==> config.mk <==
export PLATFORM = sky130hd
export DESIGN_NAME = cache_control_nway
export DESIGN_NICKNAME = d
export VERILOG_FILES = /design/src/rtl/cache_control_nway.sv
export SDC_FILE = /design/constraint.sdc
export NUM_CORES = 1
export LEC_CHECK = 0
export CAP_MARGIN = 20
export CORE_MARGIN = 2
export CORE_UTILIZATION = 48
export CTS_CLUSTER_DIAMETER = 80
export CTS_CLUSTER_SIZE = 12
export DETAILED_ROUTE_END_ITERATION = 8
export PLACE_DENSITY = 0.84
export SKIP_LAST_GASP = 1
export SLEW_MARGIN = 15
export SYNTH_ARGS = -nofsm -noshare
export SYNTH_HDL_FRONTEND = slang
export SYNTH_SLANG_ARGS = --single-unit
==> constraint.sdc <==
create_clock -name clk -period 2.5 [get_ports clk]
set_input_delay 0.5 -clock clk [delete_from_list [all_inputs] [get_ports clk]]
set_output_delay 0.5 -clock clk [all_outputs]
set_load 0.03 [all_outputs]
==> src/rtl/cache_control_nway.sv <==
// Control FSM for a WAYS-way set-associative write-back, write-allocate cache.
// Serves hits in the request cycle and sequences write-back/allocate on misses.
module cache_control_nway #(
    parameter  int unsigned WAYS  = 2,
    parameter  int unsigned CNT_W = 16,
    localparam int unsigned WAY_W = $clog2(WAYS)
) (
    input  logic             clk,
    input  logic             rst,
    input  logic             mem_read,
    input  logic             mem_write,
    input  logic             hit,
    input  logic [WAY_W-1:0] hit_way,
    input  logic [WAY_W-1:0] victim_way,
    input  logic             victim_valid,
    input  logic             victim_dirty,
    input  logic             pmem_resp,
    output logic             mem_resp,
    output logic             pmem_read,
    output logic             pmem_write,
    output logic             pmem_addr_sel,
    output logic             data_sel,
    output logic [WAYS-1:0]  load_tag,
    output logic [WAYS-1:0]  load_data,
    output logic [WAYS-1:0]  load_valid,
    output logic [WAYS-1:0]  load_dirty,
    output logic             dirty_in,
    output logic             load_lru,
    output logic [WAY_W-1:0] lru_way,
    output logic             busy,
    output logic [CNT_W-1:0] hit_count,
    output logic [CNT_W-1:0] miss_count,
    output logic [CNT_W-1:0] wb_count
);

    typedef enum logic [1:0] {
        IDLE       = 2'd0,
        WRITE_BACK = 2'd1,
        ALLOCATE   = 2'd2
    } state_t;

    state_t           state;
    state_t           state_n;
    logic [WAY_W-1:0] victim_q;
    logic             prev_idle;
    logic             prev_resp;
    logic             req;
    logic             hit_inc;
    logic             miss_inc;
    logic             wb_inc;
    logic [WAYS-1:0]  hit_onehot;
    logic [WAYS-1:0]  victim_onehot;

    assign req           = mem_read | mem_write;
    assign hit_onehot    = WAYS'(1) << hit_way;
    assign victim_onehot = WAYS'(1) << victim_q;

    // Post-fill hits and back-to-back completions are not recounted as hits.
    assign hit_inc  = (state == IDLE) && req && hit && prev_idle && !prev_resp;
    assign miss_inc = (state == IDLE) && req && !hit;
    assign wb_inc   = (state == WRITE_BACK) && pmem_resp;

    always_ff @(posedge clk) begin
        if (rst) begin
            state      <= IDLE;
            victim_q   <= '0;
            prev_idle  <= 1'b1;
            prev_resp  <= 1'b0;
            hit_count  <= '0;
            miss_count <= '0;
            wb_count   <= '0;
        end else begin
            state     <= state_n;
            prev_idle <= (state == IDLE);
            prev_resp <= mem_resp;
            if (miss_inc) begin
                victim_q <= victim_way;
            end
            if (hit_inc && (hit_count != '1)) begin
                hit_count <= hit_count + CNT_W'(1);
            end
            if (miss_inc && (miss_count != '1)) begin
                miss_count <= miss_count + CNT_W'(1);
            end
            if (wb_inc && (wb_count != '1)) begin
                wb_count <= wb_count + CNT_W'(1);
            end
        end
    end

    // Next state and datapath strobes; everything but the counters is quiet in reset.
    always_comb begin
        state_n       = state;
        mem_resp      = 1'b0;
        pmem_read     = 1'b0;
        pmem_write    = 1'b0;
        pmem_addr_sel = 1'b0;
        data_sel      = 1'b0;
        load_tag      = '0;
        load_data     = '0;
        load_valid    = '0;
        load_dirty    = '0;
        dirty_in      = 1'b0;
        load_lru      = 1'b0;
        lru_way       = '0;
        busy          = 1'b0;
        if (!rst) begin
            busy = (state != IDLE);
            case (state)
                IDLE: begin
                    if (req && hit) begin
                        mem_resp = 1'b1;
                        load_lru = 1'b1;
                        lru_way  = hit_way;
                        if (mem_write) begin
                            load_data  = hit_onehot;
                            load_dirty = hit_onehot;
                            dirty_in   = 1'b1;
                        end
                    end else if (req) begin
                        state_n = (victim_valid && victim_dirty) ? WRITE_BACK : ALLOCATE;
                    end
                end
                WRITE_BACK: begin
                    pmem_write    = 1'b1;
                    pmem_addr_sel = 1'b1;
                    if (pmem_resp) begin
                        state_n = ALLOCATE;
                    end
                end
                ALLOCATE: begin
                    pmem_read = 1'b1;
                    if (pmem_resp) begin
                        load_tag   = victim_onehot;
                        load_data  = victim_onehot;
                        load_valid = victim_onehot;
                        load_dirty = victim_onehot;
                        data_sel   = 1'b1;
                        state_n    = IDLE;
                    end
                end
                default: state_n = IDLE;
            endcase
        end
    end

endmodule
==> run summary, run 1 <==
WORST SETUP PATH
--------------------------------------------------------------------------------------
Cell-by-cell trace of the critical path ................................. nand2b_1 -> nor2_1 -> clkdlybuf4s50_1
Required time of the critical path ......................................      2000 ps
Worst Reg-to-Reg Cells ..................................................            5
Signal arrival time at the worst endpoint ...............................      1960 ps
R2r setup slk ...........................................................       440 ps
CP endpoint kind ........................................................  output port
Delay of the slowest cell on the worst path .............................       720 ps
Category of the most critical setup path ................................      reg2out
Crit path max-delay family .............................................. buffers and inverters
Start point of the critical path ........................................     state[0]
Crit-path max FO ........................................................           12
Slowest cell on crit path ............................................... clkdlybuf4s50_1
Worst path buffer plus inverter count ...................................            1
Origin of the critical flop-to-flop path ................................     state[0]
Reg2reg end ............................................................. miss_count[3]
Startpoint type of the worst setup path .................................         flop

FLOORPLANNING
--------------------------------------------------------------------------------------
Core Footprint ..........................................................     5960 um2
Die X-Extent ............................................................      82.7 um
Total die area ..........................................................     6840 um2
Top-level I/O count .....................................................           75
DIE HEIGHT ..............................................................      82.7 um
Initial standard-cell utilization of the core ...........................        49.9%
Number of cell rows .....................................................           28

SYNTHESIS
--------------------------------------------------------------------------------------
Part of the Yosys area used for sequential elements .....................        35.7%
EDFF count, synth .......................................................            0
Mux cell area share after synthesis .....................................        8.25%
Dominant combinational cell family by area after synthesis .............. simple AND/OR/NAND/NOR gates
Post-Synthesis Net Count ................................................          373
Number of warnings printed during yosys synthesis .......................            0
Mean cell area of the mapped netlist ....................................     8.26 um2
Post-synthesis simple-gate area fraction ................................        35.5%
Gate count after technology mapping .....................................          360
Synth Register Bits .....................................................           53
Dominant cells by area after synthesis .................................. dfxtp_1 (36%), mux2_2 (7.6%), nor2_1 (4.3%)
Post-synth top area share ...............................................        35.7%
Post-synthesis share of cell area spent on xor and xnor gates ...........           0%
Adder-Cell Fraction of Synth Area .......................................        1.26%
Primary FF master, synth ................................................      dfxtp_1
Cell area after technology mapping ......................................     2970 um2
Synth Area in Compound Gates ............................................        13.5%
Count of different cell masters after synthesis .........................           51
Cell type contributing the most total cell area after synthesis .........      dfxtp_1
Share of flip-flops with an asynchronous set or reset after synthesis ...           0%

POWER AND IR DROP
--------------------------------------------------------------------------------------
Sequential Power Share ..................................................        53.6%
Power, Total ............................................................      1.62 mW
Worst-case vdd ir drop ..................................................     0.296 mV
Leakage .................................................................      1.31 nW
Clock group share of total power ........................................        34.9%
Internal power ..........................................................      1.22 mW
Proportion of power drawn by combinational gates ........................        11.5%
Switch share ............................................................        24.9%
Power spent charging and discharging nets ...............................     0.404 mW
Total power divided by cell area ........................................   419 nW/um2

GRT
--------------------------------------------------------------------------------------
Initial antenna violation count .........................................            0
Global-route usage over all layers ......................................        23.0%
Total congestion overflow ...............................................            0
Largest net degree at the start of global routing .......................           46
First-pass GRT wire length ..............................................     12400 um
Vias in the first global route ..........................................         2753

RUN STATUS
--------------------------------------------------------------------------------------
Outcome ................................................................. finished clean

CLOCKING
--------------------------------------------------------------------------------------
Buffer type at the clock tree root ......................................     clkbuf_8
Clk_lat worst skew ......................................................       300 ps
Count of H-tree levels built during CTS .................................            2
Number of buffers created by CTS ........................................            5
Total setup buffers inserted after CTS ..................................            0
# clock sinks ...........................................................           53
Clock tree from TritonCTS ...............................................         done
Clock Pin Slew Worst Setup and Hold Paths ...............................        90 ps
Clock buffer depth ......................................................            2

DETAILED ROUTING
--------------------------------------------------------------------------------------
DR iter-0 viols .........................................................          190
DRC errors left .........................................................            0
Detailed-route wire length ..............................................      7750 um
Vias after detailed routing .............................................         3043
Routed vias/inst ........................................................         6.05
TritonRoute pass-1 iters ................................................            4
DR WL/cell ..............................................................      15.4 um
Antenna viol nets, final ................................................            0

TIMING
--------------------------------------------------------------------------------------
Post-route clock skew ...................................................      8.36 ps
Post-route fraction of the period consumed by the critical path .........        98.5%
Number of setup violations in the final report ..........................            0
Final-report max-slew violation count ...................................            0
Relative max-transition margin ..........................................        56.9%
Highest Clock Rate ......................................................    0.406 GHz
Final-report hold violation count .......................................            0
Slew @ Worst Pin ........................................................       641 ps
RSZ-0062 raised after global routing ....................................          yes
Min cycle time layout ...................................................      2460 ps

CELLS AND AREA
--------------------------------------------------------------------------------------
Number of antenna cells inserted ........................................            0
Share of layout cells above drive strength 1 ............................        14.7%
Final Instance Area .....................................................     3870 um2
Most frequent cells in the layout ....................................... clkdlybuf4s50_1 (59), dfxtp_1 (53), nor2_1 (34)
Leading cell type in the layout, fill and taps excluded ................. clkdlybuf4s50_1
Post-synthesis to final-layout area growth ..............................        30.0%
Layout Nets .............................................................          441

PLACED DESIGN
--------------------------------------------------------------------------------------
Placed instance area ....................................................     3750 um2
Detailed-placement wirelength estimate ..................................      5620 um
# port buffers ..........................................................           74
Weighted congestion reported at the end of routability-driven placement .        0.868

WORST HOLD PATH
--------------------------------------------------------------------------------------
Class of the most critical hold timing path .............................      reg2reg
Startpoint of the tightest hold check path .............................. miss_count[15]
Hold path depth .........................................................            2
Hold-critical path endpoint ............................................. miss_count[15]

JOB
--------------------------------------------------------------------------------------
Reported max-cap violation count ........................................            0

[layout make-up]
cell class,instances,area (um2)
inverters,13,48.8
repair buffers,85,797
flip-flops and latches,53,1060
fillers,521,2090
well taps,75,93.8
clock inverters,2,35.0
clock buffers,5,68.8
multi-input cells,270,1760
[cells in the mapped netlist, drive strengths merged, types with 7 or more instances]
cell type and count:
o21ai 9, clkbuf 14, buf 10, nor3 10, and4 7, a21oi 23
dfxtp 53, nand2 17, o31ai 11, nand3 21, or3 7, nor2b 19
nor2 35, nand4 12, mux2 20, nor4 19, inv 13, or4 12
[metrics by stage]
stage          setup slack, ps  hold slack, ps  TNS (ps)  utilization [%]  cells
2_1_floorplan             -101             471      -201                -    360
3_3_place_gp              68.7             484         0             63.0    496
3_5_place_dp             -26.8             500     -27.9             63.0    496
4_1_cts                   5.91             496         0             64.7    503
5_1_grt                  -50.3             541      -144             64.9    503
6_report                  37.9             518         0             64.9    503
[power by group through the flow]
| stage | Clock (mW) | Combinational (mW) | Sequential, mW |
|---|---|---|---|
| final | 0.567 | 0.186 | 0.870 |
| after CTS | 0.578 | 0.184 | 0.869 |
| after global routing | 0.614 | 0.201 | 0.872 |
| after detailed placement | 0 | 0.183 | 0.889 |
| after floorplan | 0 | 0.108 | 0.894 |
| after global placement | 0 | 0.179 | 0.888 |
[timing repair]
item | in CTS | in global routing
setup endpoints to repair | 2 | 4
resized for setup | 1 | 2
hold buffers | 0 | 0
[worst max-delay path by stage]
stage	end	slack [ps]	cells past startpoint
after floorplan	load_dirty[0]	-100	5
after global placement	load_data[0]	70	5
after detailed placement	wb_count[9]	-30	5
after CTS	load_dirty[0]	6	5
after global routing	pmem_write	-50	3
final	pmem_write	40	3
[sequential cells by signal, indices dropped and copies added, names as in the netlist]
signal / cells
state: 2
miss_count: 16
prev_idle: 1
wb_count: 16
victim_q: 1
prev_resp: 1
hit_count: 16
[cell families after synthesis]
logic type               Yosys count
AND/OR/NAND/NOR                  183
flip-flops                        53
AO/OA/AOI/OAI                     62
adder cells (fa/ha/maj)            3
buffers and inverters             37
multiplexers                      22
[layer usage]
| layer | wire [um] | global-route usage, % | vias up |
|---|---|---|---|
| met1 | 3390 | 30.0 | 1436 |
| met3 | 432 | 3.70 | 13 |
| li1 | - | - | 1485 |
| met2 | 3770 | 38.5 | 109 |
| met4 | 151 | 8.36 | 0 |
| met5 | 0 | 0 | - |
[worst register-to-register path, delay by kind of cell (launching register included)]
family | cells | cell delay [ps]
compound gates | 1 | 170
buf+inv | 1 | 270
simple gates | 3 | 1090
flops | 1 | 460
No activity file was read; power rests on OpenSTA's default activity.
==> run 2, diff against run 1 <==
--- a/config.mk
+++ b/config.mk
@@ -11,9 +11,10 @@
 export CTS_CLUSTER_DIAMETER = 80
 export CTS_CLUSTER_SIZE = 12
 export DETAILED_ROUTE_END_ITERATION = 8
-export PLACE_DENSITY = 0.84
+export PLACE_DENSITY = 0.78
 export SKIP_LAST_GASP = 1
 export SLEW_MARGIN = 15
 export SYNTH_ARGS = -nofsm -noshare
 export SYNTH_HDL_FRONTEND = slang
 export SYNTH_SLANG_ARGS = --single-unit
+export TNS_END_PERCENT = 30
==> run summary, run 2 (synthesized netlist as in run 1, its figures left out) <==
FLOORPLANNING
--------------------------------------------------------------------------------------
Number of cell rows .....................................................           28
Top-level I/O count .....................................................           75
DIE HEIGHT ..............................................................      82.7 um
Core Footprint ..........................................................     5960 um2
Die X-Extent ............................................................      82.7 um
Total die area ..........................................................     6840 um2
Initial standard-cell utilization of the core ...........................        49.9%

PLACED DESIGN
--------------------------------------------------------------------------------------
Detailed-placement wirelength estimate ..................................      5690 um
Placed instance area ....................................................     3760 um2
# port buffers ..........................................................           74
Weighted congestion reported at the end of routability-driven placement .        0.865
Number of instances in the placed design ................................          499

TIMING
--------------------------------------------------------------------------------------
Final-report hold violation count .......................................            0
Post-route clock skew ...................................................      8.87 ps
Number of setup violations in the final report ..........................            0
RSZ-0062 raised after global routing ....................................          yes
Min cycle time layout ...................................................      2390 ps
Relative max-transition margin ..........................................        51.2%
Slew @ Worst Pin ........................................................       725 ps
Post-route fraction of the period consumed by the critical path .........        95.8%
Highest Clock Rate ......................................................    0.418 GHz
Final-report max-slew violation count ...................................            0

DETAILED ROUTING
--------------------------------------------------------------------------------------
Detailed-route wire length ..............................................      7730 um
TritonRoute pass-1 iters ................................................            4
DR iter-0 viols .........................................................          177
Antenna viol nets, final ................................................            0
Routed vias/inst ........................................................         5.94
Vias after detailed routing .............................................         3013
DRC errors left .........................................................            0
DR WL/cell ..............................................................      15.3 um

GRT
--------------------------------------------------------------------------------------
First-pass GRT wire length ..............................................     12500 um
Initial antenna violation count .........................................            0
Global-route usage over all layers ......................................        23.2%
Total congestion overflow ...............................................            0
Vias in the first global route ..........................................         2728
Largest net degree at the start of global routing .......................           47

CELLS AND AREA
--------------------------------------------------------------------------------------
Number of antenna cells inserted ........................................            0
Final cell count without fillers ........................................          507
Most frequent cells in the layout ....................................... clkdlybuf4s50_1 (60), dfxtp_1 (53), nor2_1 (34)
Final Instance Area .....................................................     3850 um2
Fill cell instance count of the final layout ............................          531
Post-synthesis to final-layout area growth ..............................        29.3%
Share of layout cells above drive strength 1 ............................        15.0%
Registers with the highest flip-flop counts ............................. hit_count (16), miss_count (16), wb_count (16)
Layout Nets .............................................................          444
Leading cell type in the layout, fill and taps excluded ................. clkdlybuf4s50_1

WORST HOLD PATH
--------------------------------------------------------------------------------------
Hold path depth .........................................................            2
Class of the most critical hold timing path .............................      reg2reg

CLOCKING
--------------------------------------------------------------------------------------
Clock Pin Slew Worst Setup and Hold Paths ...............................        90 ps
Buffer type at the clock tree root ......................................     clkbuf_8
Number of buffers created by CTS ........................................            5
Total setup buffers inserted after CTS ..................................            0
Clock tree from TritonCTS ...............................................         done
# clock sinks ...........................................................           53
Count of H-tree levels built during CTS .................................            2
Clk_lat worst skew ......................................................       310 ps
Clock buffer depth ......................................................            2

POWER AND IR DROP
--------------------------------------------------------------------------------------
Worst-case vdd ir drop ..................................................     0.224 mV
Total power divided by cell area ........................................   396 nW/um2
Leakage .................................................................      1.30 nW

WORST SETUP PATH
--------------------------------------------------------------------------------------
Reg2reg end ............................................................. wb_count[14]
Delay of the slowest cell on the worst path .............................       550 ps
Start point of the critical path ........................................    pmem_resp
Slowest cell on crit path ............................................... clkdlybuf4s50_1
Origin of the critical flop-to-flop path ................................  wb_count[0]
Worst path buffer plus inverter count ...................................            2
Crit path max-delay family .............................................. buffers and inverters
Crit-path max FO ........................................................            6
R2r setup slk ...........................................................       460 ps
Critical path endpoint .................................................. load_dirty[0]
Stages on worst setup path ..............................................            5
Required time of the critical path ......................................      2000 ps
Cell-by-cell trace of the critical path ................................. clkdlybuf4s50_1 -> nand3b_1 -> o22a_1 -> nor3_1 -> buf_4
Worst Reg-to-Reg Cells ..................................................            5
Category of the most critical setup path ................................       in2out
CP endpoint kind ........................................................  output port
Signal arrival time at the worst endpoint ...............................      1890 ps
Startpoint type of the worst setup path .................................   input port

RUN STATUS
--------------------------------------------------------------------------------------
Outcome ................................................................. finished clean

JOB
--------------------------------------------------------------------------------------
Reported max-cap violation count ........................................            0

-- run 2: cell count changes in the layout (fill, tap and decap cells not counted) --
cell	change
buf_4	+4
buf_12	-1
nor3_2	-1
clkbuf_1	+1
nor3b_4	-1
clkinv_2	+1
nor3_1	+1
bufinv_16	-1
dlygate4sd2_1	-1
clkdlybuf4s50_1	+1
nor3b_2	+1
-- run 2: metrics by stage --
step	utilization [%]	setup WS [ps]	hold slack, ps	power [mW]	setup TNS, ps
6_report	64.6	105	517	1.52	0
5_1_grt	64.6	-6.27	542	1.59	-9.02
4_1_cts	64.6	116	514	1.53	0
3_5_place_dp	63.2	6.23	497	1.07	0
3_3_place_gp	63.2	133	487	1.07	0
2_1_floorplan	-	-101	471	1.00	-201
-- run 2: layout make-up --
| type | count | area, um2 | share of cell area [%] |
|---|---|---|---|
| multi-input cells | 270 | 1750 | 45.5 |
| flip-flops and latches | 53 | 1060 | 27.6 |
| repair buffers | 88 | 808 | 21.0 |
| well taps | 75 | 93.8 | 2.44 |
| clock buffers | 6 | 72.6 | 1.89 |
| inverters | 13 | 48.8 | 1.27 |
| clock inverters | 2 | 10.0 | 0.260 |
-- run 2: tightest hold or removal path, stage by stage, from the launching register on --
cell	delay [ps]
dfxtp_1	350
o41ai_1	70
a21oi_1	60
-- run 2: worst min-delay path by stage --
stage	start	end	slack [ps]
after floorplan	victim_q	victim_q	470
after global placement	hit_count[6]	hit_count[6]	490
after detailed placement	hit_count[6]	hit_count[6]	500
after CTS	hit_count[6]	hit_count[6]	510
after global routing	miss_count[15]	miss_count[15]	540
final	hit_count[6]	hit_count[6]	520
-- run 2: power breakdown --
part | internal, mW | switching, mW
Sequential | 0.854 | 0.0152
Clock | 0.195 | 0.276
Combinational | 0.0726 | 0.112
Total | 1.12 | 0.403
-- run 2: repair_timing --
item | CTS | global route
gates resized for setup | 0 | 0
endpoints found under the setup margin | 0 | 2
hold buffers | 0 | 0
-- run 2: layer usage --
layer	share of wire (%)	GRT usage (%)	vias to the layer above
li1	-	-	1494
met1	47	29.2	1444
met2	49	41.6	70
met3	3.4	3.37	5
met4	0.98	5.74	0
met5	0	0	-
